`src/rtl/mlab_delay_pkg.sv`:
```
// Shared types and limits for the MLAB delay-line monitor.
package mlab_delay_pkg;

  typedef enum logic {
    ST_RUN   = 1'b0,
    ST_FLUSH = 1'b1
  } state_e;

  localparam int unsigned LAT_MIN = 3;
  localparam int unsigned LAT_MAX = 33;

  // Flush counter must hold any legal LATENCY value.
  function automatic int unsigned fcnt_width();
    return $clog2(LAT_MAX + 1);
  endfunction

endpackage

```
`src/rtl/mlab_delay_monitor_valid_delay_line.sv`:
```
// 1-bit enabled shift register carrying word-valid alongside the data delay line.
module valid_delay_line #(
  parameter int unsigned DEPTH = 10
) (
  input  logic clk_i,
  input  logic rst_i,
  input  logic en_i,
  input  logic d_i,
  output logic q_o
);

  logic [DEPTH-1:0] pipe_q;

  always_ff @(posedge clk_i or posedge rst_i) begin
    if (rst_i) begin
      pipe_q <= '0;
    end else if (en_i) begin
      pipe_q <= {pipe_q[DEPTH-2:0], d_i};
    end
  end

  assign q_o = pipe_q[DEPTH-1];

endmodule

```
`src/rtl/mlab_delay_monitor.sv`:
```
// Output stage of the MLAB delay line: registers data, qualifies parity errors,
// suppresses valid while the read pointer re-syncs, and counts errors.
module mlab_delay_monitor
  import mlab_delay_pkg::*;
#(
  parameter int unsigned WIDTH    = 414,
  parameter int unsigned LATENCY  = 10,
  parameter int unsigned CNT_BITS = 16
) (
  input  logic                clk,
  input  logic                arst,
  input  logic                ena,
  input  logic                din_valid,
  input  logic [WIDTH-1:0]    dly_dout,
  input  logic                dly_perr,
  input  logic                err_clear,
  output logic [WIDTH-1:0]    dout,
  output logic                dout_valid,
  output logic                recovering,
  output logic                err_sticky,
  output logic [CNT_BITS-1:0] err_count
);

  localparam int unsigned FCNT_W = fcnt_width();

  if (LATENCY < LAT_MIN || LATENCY > LAT_MAX) begin : g_bad_latency
    $error("mlab_delay_monitor: LATENCY %0d outside %0d..%0d", LATENCY, LAT_MIN, LAT_MAX);
  end

  logic                vtail;
  logic                qerr;
  state_e              state_q, state_d;
  logic [FCNT_W-1:0]   fcnt_q, fcnt_d;
  logic [WIDTH-1:0]    dout_q, dout_d;
  logic                dout_valid_q, dout_valid_d;
  logic                recovering_q, recovering_d;
  logic                sticky_q, sticky_d;
  logic [CNT_BITS-1:0] cnt_q, cnt_d;

  valid_delay_line #(
    .DEPTH (LATENCY)
  ) u_vdl (
    .clk_i (clk),
    .rst_i (arst),
    .en_i  (ena),
    .d_i   (din_valid),
    .q_o   (vtail)
  );

  // Parity errors only matter on words that were actually valid.
  assign qerr = ena & dly_perr & vtail;

  always_ff @(posedge clk or posedge arst) begin
    if (arst) begin
      state_q      <= ST_RUN;
      fcnt_q       <= '0;
      dout_q       <= '0;
      dout_valid_q <= 1'b0;
      recovering_q <= 1'b0;
      sticky_q     <= 1'b0;
      cnt_q        <= '0;
    end else begin
      state_q      <= state_d;
      fcnt_q       <= fcnt_d;
      dout_q       <= dout_d;
      dout_valid_q <= dout_valid_d;
      recovering_q <= recovering_d;
      sticky_q     <= sticky_d;
      cnt_q        <= cnt_d;
    end
  end

  always_comb begin
    state_d      = state_q;
    fcnt_d       = fcnt_q;
    dout_d       = dout_q;
    dout_valid_d = dout_valid_q;
    cnt_d        = cnt_q;
    sticky_d     = sticky_q;

    unique case (state_q)
      ST_RUN: begin
        if (qerr) begin
          state_d = ST_FLUSH;
          fcnt_d  = FCNT_W'(LATENCY);
        end
      end
      ST_FLUSH: begin
        // A fresh error restarts the re-sync window.
        if (qerr) begin
          fcnt_d = FCNT_W'(LATENCY);
        end else if (ena) begin
          if (fcnt_q == FCNT_W'(1)) begin
            state_d = ST_RUN;
            fcnt_d  = '0;
          end else begin
            fcnt_d = fcnt_q - FCNT_W'(1);
          end
        end
      end
    endcase

    if (ena) begin
      dout_d       = dly_dout;
      dout_valid_d = vtail & ~qerr & (state_q == ST_RUN);
    end

    // An error in the same cycle as a clear survives the clear.
    if (qerr) begin
      sticky_d = 1'b1;
      if (err_clear) begin
        cnt_d = CNT_BITS'(1);
      end else if (cnt_q != '1) begin
        cnt_d = cnt_q + CNT_BITS'(1);
      end
    end else if (err_clear) begin
      sticky_d = 1'b0;
      cnt_d    = '0;
    end

    recovering_d = (state_d == ST_FLUSH);
  end

  assign dout       = dout_q;
  assign dout_valid = dout_valid_q;
  assign recovering = recovering_q;
  assign err_sticky = sticky_q;
  assign err_count  = cnt_q;

endmodule

```
`config.mk`:
```
export PLATFORM = sky130hd
export DESIGN_NAME = mlab_delay_monitor
export DESIGN_NICKNAME = d
export VERILOG_FILES = /design/src/rtl/mlab_delay_pkg.sv /design/src/rtl/mlab_delay_monitor_valid_delay_line.sv /design/src/rtl/mlab_delay_monitor.sv
export SDC_FILE = /design/constraint.sdc
export NUM_CORES = 1
export LEC_CHECK = 0
export BUFFER_PORTS_ARGS = -buffer_cell sky130_fd_sc_hd__buf_4
export CORE_AREA = 2 2 334 336
export CTS_CLUSTER_DIAMETER = 60
export DETAILED_ROUTE_END_ITERATION = 10
export DIE_AREA = 0 0 336 338
export HOLD_SLACK_MARGIN = 0.05
export PLACE_DENSITY = 0.43
export SYNTH_ARGS = -nofsm -noshare
export SYNTH_HDL_FRONTEND = slang
export SYNTH_SLANG_ARGS = --single-unit
```
`constraint.sdc`:
```
create_clock -name clk -period 14.9 [get_ports clk]
set_input_delay 2.98 -clock clk [delete_from_list [all_inputs] [get_ports clk]]
set_output_delay 2.98 -clock clk [all_outputs]
set_load 0.01 [all_outputs]
```
==> results of run 1 <==
synthesized netlist by cell type (2+ instances only):
| master | number | share of area [%] |
|---|---|---|
| and4_4 | 2 | 0.13 |
| o31ai_1 | 2 | 0.088 |
| and2_1 | 2 | 0.073 |
| mux2i_1 | 2 | 0.12 |
| nor2_2 | 2 | 0.073 |
| ha_1 | 3 | 0.22 |
| inv_1 | 6 | 0.13 |
| nand3_2 | 2 | 0.12 |
| a211oi_2 | 3 | 0.22 |
| nor2_1 | 17 | 0.37 |
| and3_1 | 3 | 0.11 |
| xnor2_1 | 8 | 0.41 |
| a211oi_1 | 2 | 0.088 |
| nand2_1 | 11 | 0.24 |
| dfrtp_1 | 449 | 66 |
| nor3_1 | 7 | 0.21 |
| o21ai_0 | 3 | 0.088 |
| mux2_2 | 425 | 28 |
| nand3_1 | 4 | 0.12 |
| a31oi_1 | 2 | 0.073 |
| a21oi_1 | 11 | 0.32 |
| buf_2 | 45 | 1.3 |
| nand4_1 | 4 | 0.15 |
| and4_1 | 2 | 0.10 |
| nor2b_1 | 2 | 0.073 |
| clkbuf_1 | 6 | 0.13 |
how the worst min path moves through the flow:
stage | start | end | slack, ns | depth (start not counted)
detailed placement | u_vdl.pipe_q[8] | u_vdl.pipe_q[8] | 0.49 | 1
CTS | u_vdl.pipe_q[8] | u_vdl.pipe_q[8] | 0.51 | 1
floorplan | u_vdl.pipe_q[0] | u_vdl.pipe_q[0] | 0.47 | 1
global route | dout[286] | dout[286] | 0.52 | 1
finish | u_vdl.pipe_q[8] | u_vdl.pipe_q[8] | 0.50 | 1
global placement | u_vdl.pipe_q[0] | u_vdl.pipe_q[0] | 0.48 | 1
cell families (layout without fill, tap and decap cells):
logic type	after synthesis	count (layout)	synth area share, %
flops	449	449	65.9
xor+xnor	9	9	0.462
buf+inv	59	976	1.70
fa+ha+maj	3	3	0.220
simple gates	69	69	2.36
other cells	0	4	0
compound gates	29	29	1.18
mux	427	427	28.2
state kept, by name (all words and copies together), names as in the netlist:
name          cells
err_sticky        1
recovering        1
u_vdl.pipe_q     10
err_count        16
fcnt_q            6
dout            414
dout_valid        1
cell type report:
cell class | count | area, sq um
Sequential cell | 449 | 11200
Timing Repair Buffer | 861 | 6510
Multi-Input combinational cell | 537 | 5530
Clock inverter | 22 | 300
Antenna cell | 4 | 10.0
Clock buffer | 87 | 1750
Fill cell | 11632 | 82800
Inverter | 6 | 26.3
Tap cell | 1488 | 1860
per-layer routing:
layer | track usage [%] | vias to the layer above | part of all wire [%]
met5 | 0 | - | 0.041
met1 | 11.4 | 6149 | 36
met2 | 18.9 | 418 | 54
met3 | 3.13 | 109 | 6.9
met4 | 4.23 | 4 | 3.3
li1 | - | 5481 | -
power groups by stage:
stage                     clock [mW]  sequential [mW]  combinational [mW]
after global placement             0             1.46               0.587
after global routing            1.59             1.46               0.625
after detailed placement           0             1.46               0.594
final                           1.48             1.44               0.579
after CTS                       1.54             1.44               0.595
after floorplan                    0             1.50               0.190
worst max-delay path: stages:
cell and delay (ns):
buf_8 0.49, buf_4 0.88, buf_4 0.83, mux2_2 0.42
==> flow_metrics.py, run 1 <==
metrics = {
    "run": {
        "max_cap_viol_count": 0,
    },
    "grt": {
        "grt_max_degree": 156,
        "grt_pass1_vias": 13016,
        "grt_pass1_wl_um": 87800,
        "overflow": 0,
        "antenna_found_initial": 7,
        "grt_util_all_layers_pct": 10.5,
    },
    "synth": {
        "netlist_instances": 1045,
        "synth_area_sq_um": 17100,
        "async_flop_share_pct": 100,
        "synth_ff_type": "dfrtp_1",
        "synth_edf_count": 0,
        "synth_nets": 1468,
        "postSynthAreaPerCell_sq_um": 16.3,
        "synth_cell_type_count": 46,
        "synth-seq-area-share_pct": 65.9,
        "synth_seq_cells": 449,
        "ys_warn_count": 0,
    },
    "clock_tree": {
        "cts_tree": "done",
        "clk_latency_ns": 0.64,
        "clock-sinks": 449,
        "cts-resized-gates": 0,
        "root_buffer": "clkbuf_16",
        "htreeDepth": 2,
        "clkTransAtPathRegs_ns": 0.05,
        "ctsHoldBuffers": 0,
        "cts_setup_buffers": 0,
        "numCtsBuffers": 61,
        "clockBufferDepth": 3,
    },
    "setup_path": {
        "worstSetupStartpointType": "primary input",
        "r2r-start": "err_count[10]",
        "path_max_fanout": 91,
        "reg2reg_depth": 5,
        "startpoint": "ena",
        "r2r_setup_slack_ns": 13.12,
        "r2r_end": "err_count[1]",
        "crit_required_ns": 15.41,
        "end_kind": "flop",
        "crit_arrival_ns": 5.84,
        "crit_end": "dout[59]",
        "path_class": "primary input to flop",
    },
    "route": {
        "firstDrtPassIters": 4,
        "final_antenna_net_count": 0,
        "drt_iter0_drc": 447,
        "drc_errors": 0,
        "wire_per_inst_um": 18.2,
        "vias": 12161,
        "via_per_inst": 3.52,
        "totalWireLength_um": 62900,
    },
    "floorplanning": {
        "initial_utilization_pct": 15.5,
        "die_h_um": 338,
        "die-area_sq_um": 114000,
        "dieWidth_um": 336,
        "pin_count": 853,
        "fp.coreArea_sq_um": 110000,
        "rows": 122,
    },
    "timing": {
        "setup_ws_ns": 9.57,
        "fin_crit_ns": 5.33,
        "fin_crit_sh_pct": 35.8,
        "max_clock_freq_mhz": 188,
        "fin_hold_ws_ns": 0.502,
        "tightestPinTransition_ns": 1.17,
        "maxSlewHeadroom_pct": 22.3,
        "finalHoldViolCount": 0,
        "clock_skew_ns": 0.0114,
        "fin_tns_setup_ns": 0,
        "rsz0062_at_grt": "false",
        "finalSetupViolCount": 0,
        "drv_slew": 0,
    },
    "power": {
        "p_per_area_nw_per_um2": 128,
        "total_power_mw": 3.50,
        "internal_power_mw": 2.58,
        "power_switching_mw": 0.911,
        "switching_share_pct": 26.1,
        "combinationalPowerShare_pct": 16.6,
        "pwr-share-clk_pct": 42.3,
        "seqPwrFrac_pct": 41.2,
        "vdd_drop_max_v": 0.0000776,
        "p_leak_nw": 12.3,
    },
    "placement": {
        "place_area_sq_um": 25200,
        "pre_cts_ws_ns": 8.95,
        "numPortBuffers": 852,
        "place_hpwl_um": 48500,
        "gp_congestion": 0.782,
        "numPlacedInstances": 3341,
    },
    "run_status": {
        "status": "complete, no violations",
    },
    "finish": {
        "mostFrequentLayoutCell": "buf_4",
        "final_core_util_pct": 24.7,
        "layout.nets": 2339,
        "area_growth_pct": 59.6,
        "drive_gt1_share_pct": 71.1,
        "fin_cells": 3454,
        "layout_common_cells": "buf_4, dfrtp_1, mux2_2",
        "final_area_sq_um": 27200,
    },
    "min_path": {
        "hold_path_class": "flop to flop",
    },
}
Note: power is estimated with default switching activity, not from simulation.
==> inputs of run 2 (changes only) <==
PLACE_DENSITY = 0.42   (was 0.43)
clock period = 4.95 ns   (was 14.9 ns; I/O delays follow)
==> run 2 against run 1 <==
  * Die area unchanged
  * Sequential cell count unchanged
  * Critical endpoint is now err_count[4]
  * Via count about the same
  * Global-route usage decreased by 0.27 points
==> flow_metrics.py, run 2 (synthesis gave the netlist of run 1 again) <==
metrics = {
    "grt": {
        "grt_max_degree": 143,
        "overflow": 0,
        "grt_pass1_vias": 13565,
        "grt_util_all_layers_pct": 10.2,
        "antenna_found_initial": 3,
        "grt_pass1_wl_um": 87000,
    },
    "placement": {
        "numPortBuffers": 852,
        "pre_cts_ws_ns": 2.19,
        "numPlacedInstances": 3353,
        "place_hpwl_um": 46000,
        "gp_congestion": 0.789,
    },
    "clock_tree": {
        "numCtsBuffers": 67,
        "cts_tree": "done",
        "clockBufferDepth": 3,
        "clkTransAtPathRegs_ns": 0.05,
        "htreeDepth": 3,
        "ctsHoldBuffers": 0,
        "root_buffer": "clkbuf_16",
        "cts_setup_buffers": 0,
        "clock-sinks": 449,
        "clk_latency_ns": 0.62,
        "cts-resized-gates": 0,
    },
    "setup_path": {
        "worst-path-buf-inv": 1,
        "crit_required_ns": 3.96,
        "path_max_fanout": 7,
        "end_kind": "primary output",
        "path_cells": "buf_4",
        "cp_slowest_cell": "dfrtp_1",
        "cp_top_family": "flip-flops",
        "r2r_setup_slack_ns": 3.11,
        "cpPeakStageDelay_ns": 0.50,
        "worstSetupStartpointType": "flop",
        "path_class": "flop to primary output",
        "crit_arrival_ns": 1.31,
    },
    "timing": {
        "tightestPinTransition_ns": 1.22,
        "fin_hold_ws_ns": 0.501,
        "finalSetupViolCount": 0,
        "fin_crit_sh_pct": 46.4,
        "maxSlewHeadroom_pct": 18.9,
        "fin_tns_setup_ns": 0,
        "setup_ws_ns": 2.65,
        "fin_crit_ns": 2.30,
        "finalHoldViolCount": 0,
        "rsz0062_at_grt": "false",
        "max_clock_freq_mhz": 435,
        "clock_skew_ns": 0.0199,
        "drv_slew": 0,
    },
    "floorplanning": {
        "initial_utilization_pct": 15.5,
        "fp.coreArea_sq_um": 110000,
        "pin_count": 853,
        "dieWidth_um": 336,
        "rows": 122,
        "die-area_sq_um": 114000,
        "die_h_um": 338,
    },
    "power": {
        "p_leak_nw": 12.5,
        "vdd_drop_max_v": 0.000190,
        "total_power_mw": 10.7,
        "p_per_area_nw_per_um2": 391,
    },
    "finish": {
        "area_growth_pct": 61.1,
        "drive_gt1_share_pct": 71.1,
        "layout_common_cells": "buf_4, dfrtp_1, mux2_2",
        "layout.nets": 2357,
        "mostFrequentLayoutCell": "buf_4",
        "largest_reg_flops": 414,
        "fin_cells": 3475,
    },
    "route": {
        "vias": 12173,
        "via_per_inst": 3.50,
        "drt_iter0_drc": 236,
        "drc_errors": 0,
        "final_antenna_net_count": 0,
        "wire_per_inst_um": 17.4,
        "firstDrtPassIters": 4,
        "totalWireLength_um": 60500,
    },
    "run": {
        "max_cap_viol_count": 0,
    },
    "min_path": {
        "hold_path_class": "flop to flop",
    },
    "run_status": {
        "status": "complete, no violations",
    },
}
## run 2: changes by cell type in the layout (fill, tap and decap cells not counted), sizes merged
cell,delta
buf,+12
clkinvlp,-1
bufinv,-2
clkinv,+3
clkbuf,+8
inv,+4
diode,-3
## run 2: per-layer routing
metal  vias up  share of wire, %  global-route usage (%)
li1       5517                 -                       -
met1      6076                35                    10.7
met2       482                53                    18.5
met3        98               7.9                    3.19
met4         0               3.2                    4.58
met5         -                 0                       0
## run 2: path summary, 6_finish.rpt
| path | startpoint | end | depth (start not counted) |
|---|---|---|---|
| max in group asynchronous | arst | u_vdl.pipe_q[5] | 3 |
| max | err_count[4] | err_count[4] | 1 |
| min | u_vdl.pipe_q[5] | u_vdl.pipe_q[6] | 1 |
| min reg2reg | u_vdl.pipe_q[5] | u_vdl.pipe_q[6] | 1 |
| max reg2reg | u_vdl.pipe_q[9] | err_count[15] | 5 |
| min in group asynchronous | arst | dout[292] | 2 |
## run 2: cell type report
| type | instances | area [sq um] |
|---|---|---|
| sequential | 449 | 11200 |
| clock buffer | 95 | 1850 |
| timing repair buffer | 873 | 6640 |
| antenna | 1 | 2.50 |
| clock inverter | 26 | 324 |
| tap | 1488 | 1860 |
| multi-input combinational | 537 | 5530 |
| inverter | 6 | 26.3 |
| fill | 11565 | 82600 |
## run 2: metrics by stage
stage	util, %	cell area, sq um
floorplan	-	17100
global placement	23.0	25300
detailed placement	23.0	25300
CTS	25.0	27500
global route	25.0	27500
finish	25.0	27500
## run 2: power by group
group	switching, mW	internal (mW)
logic	0.734	1.00
clock network	1.85	2.81
registers	0.255	4.07
==> inputs of run 3 (changes only) <==
clock period = 2.2 ns   (was 4.95 ns; I/O delays follow)
==> run 3 against run 2 <==
  * Die area unchanged
  * Global-route usage grew 0.57 points
  * Sequential share of layout area fell by 5.9 points
  * Final cell count rose by 13%
  * Wire length up 4.8%
  * Non-clock buffer count rose by 433
  * Cell area increased by 17%
  * First-iteration DRC count increased by 43%
  * Clock skew rose by 0.00091 ns
  * Combinational power rose to 2.7 times the previous value
  * Worst hold slack worse by 0.39 ns
  * Setup slack got worse by 2.2 ns
  * Critical endpoint is now err_count[1]
==> flow_metrics.py, run 3 (synthesis gave the netlist of run 1 again) <==
metrics = {
    "clock_tree": {
        "htreeDepth": 3,
        "cts-resized-gates": 0,
        "cts_tree": "done",
        "numCtsBuffers": 68,
        "clock-sinks": 449,
        "root_buffer": "clkbuf_16",
        "clk_latency_ns": 0.62,
        "clockBufferDepth": 3,
        "clkTransAtPathRegs_ns": 0.06,
    },
    "finish": {
        "area_growth_pct": 88.3,
        "layout.nets": 2791,
        "drive_gt1_share_pct": 59.6,
        "layout_common_cells": "buf_4, dfrtp_1, mux2_2",
        "fill_cells": 11191,
        "largest_reg_flops": 414,
        "mostFrequentLayoutCell": "buf_4",
    },
    "grt": {
        "grt_pass1_wl_um": 93200,
        "antenna_found_initial": 2,
        "grt_max_degree": 66,
        "grt_util_all_layers_pct": 10.8,
        "grt_pass1_vias": 15533,
        "overflow": 0,
    },
    "timing": {
        "tightestPinTransition_ns": 0.642,
        "fin_crit_ns": 1.74,
        "setup_ws_ns": 0.459,
        "rsz0062_at_grt": "false",
        "fin_crit_sh_pct": 79.1,
        "drv_slew": 0,
        "finalHoldViolCount": 0,
        "finalSetupViolCount": 0,
        "max_clock_freq_mhz": 574,
        "maxSlewHeadroom_pct": 56.8,
        "clock_skew_ns": 0.0208,
    },
    "min_path": {
        "hold_path_class": "primary input to flop",
        "worstHoldPathCells": 2,
        "worstHoldStart": "dly_dout[39]",
        "hold-path-endpoint": "dout[39]",
    },
    "route": {
        "vias": 13853,
        "drt_iter0_drc": 338,
        "totalWireLength_um": 63400,
        "wire_per_inst_um": 16.2,
        "via_per_inst": 3.54,
        "firstDrtPassIters": 4,
        "route.met2.wl_um": 33200,
        "drc_errors": 0,
        "wl_met1_um": 23300,
        "highest_layer": "met5",
        "wl_met3_um": 4470,
        "final_antenna_net_count": 0,
    },
    "placement": {
        "gp_congestion": 0.796,
        "place_hpwl_um": 47300,
        "numPortBuffers": 852,
        "pre_cts_ws_ns": 0.376,
    },
    "setup_path": {
        "end_kind": "flop",
        "r2r-start": "err_count[10]",
        "path_max_fanout": 10,
        "r2r_end": "err_count[1]",
        "r2r_setup_slack_ns": 0.46,
        "path_class": "flop to flop",
        "crit_arrival_ns": 2.21,
        "reg2reg_depth": 5,
        "crit_required_ns": 2.67,
        "worstSetupStartpointType": "flop",
    },
    "floorplanning": {
        "fp.coreArea_sq_um": 110000,
        "die_h_um": 338,
        "rows": 122,
        "initial_utilization_pct": 15.5,
        "pin_count": 853,
        "die-area_sq_um": 114000,
        "dieWidth_um": 336,
    },
    "power": {
        "p_leak_nw": 14.4,
        "total_power_mw": 25.6,
        "pwr-share-clk_pct": 43.8,
        "switching_share_pct": 26.3,
        "p_per_area_nw_per_um2": 797,
        "power_switching_mw": 6.73,
        "seqPwrFrac_pct": 38.1,
        "combinationalPowerShare_pct": 18.1,
        "vdd_drop_max_v": 0.000541,
        "internal_power_mw": 18.9,
    },
    "run": {
        "max_cap_viol_count": 0,
    },
    "run_status": {
        "status": "complete, no violations",
    },
}
[run 3: cell type report]
class | instances | area, sq um | share of cell area, %
diodes | 1 | 2.50 | 0.00779
clock buffers | 93 | 1940 | 6.04
clock inverters | 32 | 429 | 1.34
inverters | 6 | 26.3 | 0.0818
multi-input cells | 537 | 5530 | 17.2
flip-flops and latches | 449 | 11200 | 35.0
well taps | 1488 | 1860 | 5.80
repair buffers | 1306 | 11100 | 34.5
[run 3: per-layer routing]
layer  track usage, %  vias up
li1                 -     6391
met1             11.6     6838
met2             19.3      498
met3             3.00      122
met4             5.24        4
met5                0        -
[run 3: timing repair]
action / 4_1_cts / 5_1_grt
setup endpoints to repair: 0 / 0
hold buffers: 413 / 0
hold endpoints to repair: 501 / 0
setup buffers: 0 / 0
[run 3: worst max-delay path, stage by stage (launching register included)]
cell and delay [ns]:
dfrtp_1 0.40, and3_1 0.26, and2_1 0.42, nand3_2 0.20
a31oi_1 0.21, o22ai_1 0.10
[run 3: stage by stage]
step	TNS, ns	hold slack [ns]	util [%]	instance area, sq um	instances
floorplan	-1935.70	0.475	-	17100	1045
global placement	0	0.488	23.3	25600	3373
detailed placement	0	0.493	23.3	25600	3373
CTS	0	0.0515	29.2	32100	3911
global route	0	0.0609	29.2	32100	3911
finish	0	0.111	29.2	32100	3912
[run 3: worst max-delay path by stage]
stage,from,to,slack [ns]
finish,err_count[10],err_count[1],0.46
CTS,err_count[2],err_count[2],0.38
global placement,ena,err_count[11],0.40
detailed placement,ena,dout[359],0.38
global route,err_count[10],err_count[1],0.27
floorplan,arst,dout[0],-4.31
[run 3: power by group through the flow]
stage / logic, mW / registers (mW) / clock network, mW
floorplan: 1.29 / 10.1 / 0
global placement: 4.07 / 9.86 / 0
detailed placement: 4.10 / 9.88 / 0
CTS: 4.73 / 9.75 / 11.7
global route: 4.99 / 9.86 / 12.0
finish: 4.63 / 9.74 / 11.2
